File: config.mk
export PLATFORM = sky130hd
export DESIGN_NAME = asynch
export DESIGN_NICKNAME = d
export VERILOG_FILES = /design/src/rtl/asynch_pkg.sv /design/src/rtl/asynch_tff.sv /design/src/rtl/asynch.sv
export SDC_FILE = /design/constraint.sdc
export NUM_CORES = 1
export LEC_CHECK = 0
export CORE_AREA = 4 4 41 43
export DETAILED_ROUTE_END_ITERATION = 8
export DIE_AREA = 0 0 45 47
export HOLD_SLACK_MARGIN = 0.02
export PLACE_DENSITY_LB_ADDON = 0.25
export SYNTH_ARGS = -nofsm -noshare
export SYNTH_HDL_FRONTEND = slang
export SYNTH_HIERARCHICAL = 1
export SYNTH_SLANG_ARGS = --single-unit
File: constraint.sdc
create_clock -name clk -period 1.12 [get_ports clk]
set_input_delay 0.168 -clock clk [delete_from_list [all_inputs] [get_ports clk]]
set_output_delay 0.168 -clock clk [all_outputs]
set_load 0.02 [all_outputs]
File: src/rtl/asynch_pkg.sv
// rtl/asynch_pkg.sv - shared constants for the asynch 4-stage toggle counter
package asynch_pkg;

    // Number of toggle stages (Q0..Q3).
    localparam int ASYNCH_STAGES = 4;

    // Value loaded into the stage vector (and edge-history flops) on reset.
    localparam logic [ASYNCH_STAGES-1:0] ASYNCH_RST_VAL = 4'b0000;

endpackage

File: src/rtl/asynch_tff.sv
// rtl/asynch_tff.sv - single toggle flop with synchronous active-low clear
//
// Ports:
//   clk     rising-edge clock
//   rst     synchronous active-low clear (loads RST_VAL)
//   tgl_en  invert q on the rising edge when 1
//   q       registered stage output
module asynch_tff #(
    parameter logic RST_VAL = 1'b0
) (
    input  logic clk,
    input  logic rst,
    input  logic tgl_en,
    output logic q
);

    always_ff @(posedge clk) begin
        if (!rst) begin
            q <= RST_VAL;
        end else if (tgl_en) begin
            q <= ~q;
        end
    end

endmodule

File: src/rtl/asynch.sv
// rtl/asynch.sv - 4-bit binary up counter with ripple-emulation option (ASYNCH_RIPPLE_EN)
//
// Ports:
//   clk     sole clock, all state updates on the rising edge
//   rst     synchronous active-low reset; clears every stage and history flop
//   Q0..Q3  registered count bits, Q0 is the LSB
//
// Build option:
//   ASYNCH_RIPPLE_EN undefined : synchronous count, stage n toggles when all
//                                lower stages are 1 (no inter-stage delay).
//   ASYNCH_RIPPLE_EN defined   : stage n toggles one clock after stage n-1
//                                falls, detected against a registered copy.
module asynch
    import asynch_pkg::*;
(
    input  logic clk,
    input  logic rst,
    output logic Q0,
    output logic Q1,
    output logic Q2,
    output logic Q3
);

    logic [ASYNCH_STAGES-1:0] stage;
    logic [ASYNCH_STAGES-1:0] tgl_en;

`ifdef ASYNCH_RIPPLE_EN
    // Previous-cycle copy of each stage that feeds a higher stage. A 1->0
    // transition shows up as hist=1 while the live stage is 0, for exactly
    // one cycle, so the next stage toggles on the edge after the fall.
    logic [ASYNCH_STAGES-2:0] hist;

    always_ff @(posedge clk) begin
        if (!rst) begin
            hist <= ASYNCH_RST_VAL[ASYNCH_STAGES-2:0];
        end else begin
            hist <= stage[ASYNCH_STAGES-2:0];
        end
    end

    always_comb begin
        tgl_en    = '0;
        tgl_en[0] = 1'b1;
        for (int i = 1; i < ASYNCH_STAGES; i++) begin
            tgl_en[i] = hist[i-1] & ~stage[i-1];
        end
    end
`else
    // Carry chain: stage n toggles when every lower stage is 1.
    always_comb begin
        tgl_en    = '0;
        tgl_en[0] = 1'b1;
        for (int i = 1; i < ASYNCH_STAGES; i++) begin
            tgl_en[i] = tgl_en[i-1] & stage[i-1];
        end
    end
`endif

    for (genvar g = 0; g < ASYNCH_STAGES; g++) begin : g_stage
        asynch_tff #(
            .RST_VAL (ASYNCH_RST_VAL[g])
        ) u_tff (
            .clk     (clk),
            .rst     (rst),
            .tgl_en  (tgl_en[g]),
            .q       (stage[g])
        );
    end

    assign Q0 = stage[0];
    assign Q1 = stage[1];
    assign Q2 = stage[2];
    assign Q3 = stage[3];

endmodule

==> results of run 1 <==
[cell type report]
class / count / area (um2) / area share
clock buffer: 3 / 22.5 / 0.0826
timing repair buffer: 9 / 75.1 / 0.275
sequential: 4 / 80.1 / 0.294
multi-input combinational: 11 / 76.3 / 0.280
tap: 15 / 18.8 / 0.0688
[placed cells by master (no fill, tap or decap), drive strengths merged]
cell and instances:
and3 1, and2 5, xor2 4, buf 4
clkbuf 3, dlygate4sd2 4, conb 1, clkdlybuf4s50 1
dfxtp 4
[power by group through the flow]
stage,Clock [mW],Sequential (mW),Combinational [mW]
after CTS,0.187,0.159,0.0773
after detailed placement,0,0.162,0.0841
after global placement,0,0.162,0.0833
after floorplan,0,0.181,0.0180
final,0.174,0.160,0.0756
after global routing,0.206,0.161,0.0828
[worst max path at each step]
stage,to,depth (start not counted)
floorplan,g_stage[3].u_tff/q,3
global placement,Q1,1
CTS,Q0,1
finish,Q0,1
global route,Q2,1
detailed placement,Q0,1
[metal layers]
metal,vias up,global-route usage,share of wire
met5,-,0,0
met4,0,0.0351,0
met3,0,0.0651,0.16
met2,6,0.0452,0.36
met1,58,0.0363,0.48
li1,70,-,-
[logic make-up (layout without fill, tap and decap cells)]
kind of cell              Yosys count  in the layout  share of synthesized area
xor gates and xnor gates            4              4                      0.224
buffers and inverters               0             12                          0
DFF                                 4              4                      0.512
other                               1              1                     0.0240
and+or+nand+nor                     6              6                      0.240
[synthesized netlist by cell type]
cell type / n
and2_1: 5
and3_1: 1
conb_1: 1
dfxtp_1: 4
xor2_1: 4
==> metrics.yaml, run 1 <==
status: "finished, final reports clean"
grt.total_usage: 0.0434
gp_congestion: 0.591
min_from: "rst"
via_per_inst: 3.19
cts.sink_count: 4
finalSetupViolCount: 0
rr_worst_depth: 4
antenna_left: 0
drtIter0Drc: 2
ir_worst_vdd_uv: 534
clockPowerShare: 0.426
cts_root_buffer: "clkbuf_4"
maxSlewViolCount: 0
grt_max_degree: 5
hold_class: "input port to flip-flop"
power_density_nw_per_um2: 1500
syn_inst: 15
htreeDepth: 1
slowest_delay_ns: 0.34
port_buffers: 5
synth_top_area_cell: "dfxtp_1"
cts_made_buffers: 3
clk_pin_slew_ns: 0.04
r2r_end: "g_stage[3].u_tff/q"
clk_path_buf_depth: 2
area_growth_syn_to_layout_pct: 74.4
worst_slack_ns: 0.0588
placed_area_um2: 255
fin_crit_ns: 1.06
switching_share: 0.235
dp.cells: 39
stdcell_area_um2: 273
cts-resized-gates: 4
synth.distinct_cells: 5
fin_skew_ns: 0.000899
cts-hold-fix-buffers: 0
rsz0062_at_grt: "no"
synth_top_area_frac: 0.512
path_class: "flip-flop to output pin"
fp.dieH_um: 47
cp.required_ns: 0.95
whs_path_depth: 2
grt_first_pass_wirelength_um: 538
grt_antenna_before_repair: 0
largest_registers: "g_stage.u_tff/q x4"
wl_um: 305
critical_path.cell_chain: "dlygate4sd2_1"
regMostFlops: "g_stage.u_tff/q"
crit_family: "buffers and inverters"
worst-r2r-setup-slack_ns: 0.12
first_pass_iters: 2
overflow: 0
stdcell_count: 42
syn_area_um2: 156
cpMaxStageDelayCell: "dlygate4sd2_1"
insertion_delay_ns: 0.23
drc_errors: 0
intPower_mw: 0.313
wl_per_cell_um: 7.26
pre_cts_slack_ns: 0.0330
hold_slack_ns: 0.590
num_vias: 134
ys_ff_latch: 4
antennaDiodeCount: 0
worstPathArrival_ns: 0.89
p_seq_frac: 0.389
io_pins: 6
p_comb_frac: 0.184
grt_pass1_vias: 144
setup.worst_path.end_class: "output pin"
ys_seq_area_frac: 0.512
dieArea_um2: 2120
fin_util: 0.210
min_to: "g_stage[2].u_tff/q"
initial_core_util: 0.120
post_cts_buffers: 0
nets: 31
synth_warnings: 6
core_area_um2: 1300
rows: 13
startpoint: "g_stage[0].u_tff/q"
largest_reg_flops: 4
crit_path_max_fanout: 2
p_total_mw: 0.410
r2r_start: "g_stage[0].u_tff/q"
syn_area_per_cell_um2: 10.4
cts_tree: "yes"
fin_crit_sh: 0.947
power_switching_mw: 0.0963
fmax_ghz: 0.942
synthesis.nets: 17
cap_violations: 0
place_hpwl_um: 232
hold_violations: 0
die_x_um: 45
synthTopCellsByArea: "dfxtp_1 (51%), xor2_1 (22%), and2_1 (20%), and3_1 (4.0%), conb_1 (2.4%)"
fill_cells: 153
final_layout_size_suffix_gt1_frac: 0.259
power.leakage_nw: 0.156
setup_tns_ns: 0
startpoint_type: "flip-flop"
path_buf_inv: 1
No activity file was read; power rests on OpenSTA's default activity.
==> run 2: changes to the inputs <==
SETUP_SLACK_MARGIN = 0.05   (was default)
SYNTH_HIERARCHICAL = default   (was 1)
==> run 2 against run 1 <==
  * First-iteration DRC count decreased by 50%
  * Clock power increased by 3%
  * Worst setup slack improved by 0.041 ns
  * Sequential share of layout area increased by 2.5 points
  * Register-to-register slack improved by 0.17 ns
  * Largest power group unchanged
==> metrics.yaml, run 2 <==
ys_ff_latch: 4  # unchanged
grt_antenna_before_repair: 0  # unchanged
cp.required_ns: 0.95  # about the same
crit_family: "flip-flops"
final_layout_size_suffix_gt1_frac: 0.346  # +0.0869
grt_first_pass_wirelength_um: 558  # +3.7%
dp.cells: 38  # -2.6%
largest_registers: "g_stage.u_tff.q x4"
synthesis.nets: 17  # unchanged
worst_pin_slew_ns: 0.208
yosysMostFrequentCell: "dfxtp_1"
power_density_nw_per_um2: 1580  # +5.4%
grt_max_degree: 6  # +1
regMostFlops: "g_stage.u_tff.q"
startpoint_type: "flip-flop"
path_buf_inv: 1  # unchanged
cts.sink_count: 4  # unchanged
fin_skew_ns: 0.00287  # +0.00197 ns
syn_area_um2: 148  # -5.6%
cap_violations: 0  # unchanged
overflow: 0  # unchanged
synthTopCellsByArea: "dfxtp_1 (54%), a21bo_2 (6.8%), mux2i_1 (6.8%), xnor2_1 (5.9%), nand3b_1 (5.1%)"
maxSlewViolCount: 0  # unchanged
synth_warnings: 0  # -6
setup_tns_ns: 0  # unchanged
largest_reg_flops: 4  # unchanged
drtIter0Drc: 1  # -1
initial_core_util: 0.113  # -0.00673
synth_top_area_frac: 0.542  # +0.0304
critical_path.cell_chain: "clkdlybuf4s15_1"
antennaDiodeCount: 0  # unchanged
synthFlopType: "dfxtp_1"
crit_path_max_fanout: 2  # unchanged
wl_um: 314  # +3.0%
hold_class: "flip-flop to flip-flop"
fin_crit_sh: 0.911  # -0.0362
syn_inst: 15  # unchanged
fp.dieH_um: 47  # unchanged
post_cts_buffers: 0  # unchanged
area_growth_syn_to_layout_pct: 70.3
synth-edff-count: 0  # unchanged
rsz0062_at_grt: "no"
drc_errors: 0  # unchanged
gp_congestion: 0.561  # -5.2%
synth.distinct_cells: 11  # +6
power.leakage_nw: 0.116  # -26%
port_buffers: 5  # unchanged
nets: 30  # -3.2%
dieArea_um2: 2120  # unchanged
fill_cells: 162  # +5.9%
syn_area_per_cell_um2: 9.84  # -5.6%
wl_per_cell_um: 7.66  # +5.5%
clk_path_buf_depth: 2  # unchanged
htreeDepth: 1  # unchanged
insertion_delay_ns: 0.23  # about the same
num_vias: 139  # +3.7%
die_x_um: 45  # unchanged
path_class: "flip-flop to output pin"
stdcell_count: 41  # -2.4%
cts-hold-fix-buffers: 0  # unchanged
final_common_cell: "dfxtp_1"
core_area_um2: 1300  # unchanged
io_pins: 6  # unchanged
cts_tree: "yes"
hold_violations: 0  # unchanged
relSlewSlack: 0.862
status: "finished, final reports clean"
fin_crit_ns: 1.02  # -0.0406 ns
cpMaxStageDelayCell: "dfxtp_1"
grt.total_usage: 0.0426  # -0.000789
worstPathArrival_ns: 0.85  # -0.04 ns
place_hpwl_um: 233  # +0.43%
yosys-top-cells-count: "dfxtp_1 (4), nor2_1 (2)"
rows: 13  # unchanged
async_reset_ff_frac: 0  # unchanged
fmax_ghz: 0.980  # +4.0%
first_pass_iters: 4  # +2
cts_made_buffers: 3  # unchanged
antenna_left: 0  # unchanged
grt_pass1_vias: 156  # +8.3%
slowest_delay_ns: 0.32  # -0.02 ns
clk_pin_slew_ns: 0.04  # about the same
ir_worst_vdd_uv: 311  # -42%
finalSetupViolCount: 0  # unchanged
layout_common_cells: "dfxtp_1 (4), clkbuf_4 (3), buf_4 (3)"
via_per_inst: 3.39  # +6.3%
cts_root_buffer: "clkbuf_4"
ys_seq_area_frac: 0.542  # +0.0304
worst-r2r-setup-slack_ns: 0.29  # +0.17 ns
synth_top_area_cell: "dfxtp_1"
setup.worst_path.end_class: "output pin"
[run 2: changes by cell type in the layout (fill, tap and decap cells not counted), moves of 2 or more]
cell and change:
clkbuf_2 +2, nor2_1 +2, clkdlybuf4s15_1 +2, and2_1 -5, xor2_1 -4, dlygate4sd2_1 -4
[run 2: report_power, final]
group	total (mW)	internal (mW)	switching, mW
clock network	0.179	0.120	0.0593
registers	0.156	0.152	0.00418
logic	0.0622	0.0312	0.0311
total	0.398	0.303	0.0946
[run 2: worst paths after layout]
check,start,to,cells after the start
min reg2reg,g_stage[3].u_tff.q,g_stage[3].u_tff.q,2
min,g_stage[3].u_tff.q,g_stage[3].u_tff.q,2
max reg2reg,g_stage[0].u_tff.q,g_stage[2].u_tff.q,3
max,g_stage[0].u_tff.q,Q0,1
[run 2: area by class of cell]
class,instances,area (um2),area share
sequential,4,80.1,0.318
multi-input combinational,10,63.8,0.254
timing repair buffer,8,62.6,0.249
clock buffer,3,22.5,0.0896
tap,15,18.8,0.0746
inverter,1,3.75,0.0149
[run 2: repair_timing]
action                                  4_1_cts  5_1_grt
endpoints found under the setup margin        4        3
gates resized for setup                       5        5
endpoints found under the hold margin         0        0
[run 2: metal layers]
layer / wire length, um / GRT usage / up-vias
li1: - / - / 71
met1: 148 / 0.0385 / 62
met2: 120 / 0.0537 / 6
met3: 45 / 0.0345 / 0
met4: 0 / 0.0526 / 0
met5: 0 / 0 / -
[run 2: cell families (layout without fill, tap and decap cells)]
| kind of cell | Yosys count | in the layout | synth area share |
|---|---|---|---|
| flip-flops | 4 | 4 | 0.542 |
| AO/OA/AOI/OAI | 2 | 2 | 0.102 |
| multiplexers | 1 | 1 | 0.0678 |
| buffers and inverters | 1 | 12 | 0.0254 |
| XOR/XNOR | 1 | 1 | 0.0593 |
| AND/OR/NAND/NOR | 6 | 6 | 0.203 |
[run 2: through the flow]
| stage | hold WS [ns] | cell area, um2 | util | worst slack (ns) | total power, mW |
|---|---|---|---|---|---|
| finish | 0.471 | 251 | 0.193 | 0.0994 | 0.398 |
| global route | 0.508 | 251 | 0.193 | 0.0606 | 0.430 |
| CTS | 0.475 | 258 | 0.198 | 0.0314 | 0.412 |
| detailed placement | 0.471 | 239 | 0.184 | 0.0318 | 0.228 |
| global placement | 0.458 | 239 | 0.184 | 0.0254 | 0.226 |
| floorplan | 0.304 | 148 | - | 0.244 | 0.190 |
[run 2: worst reg2reg max path, delay by kind of cell (launching register included)]
kind            cells  cell delay [ns]
compound gates      2             0.32
flops               1             0.30
buf+inv             1             0.15
==> run 3: changes to the inputs <==
ABC_CLOCK_PERIOD_IN_PS = 1120   (was default)
==> results of run 3 <==
No change in the layout: final DEF, timing and power equal those of run 2.
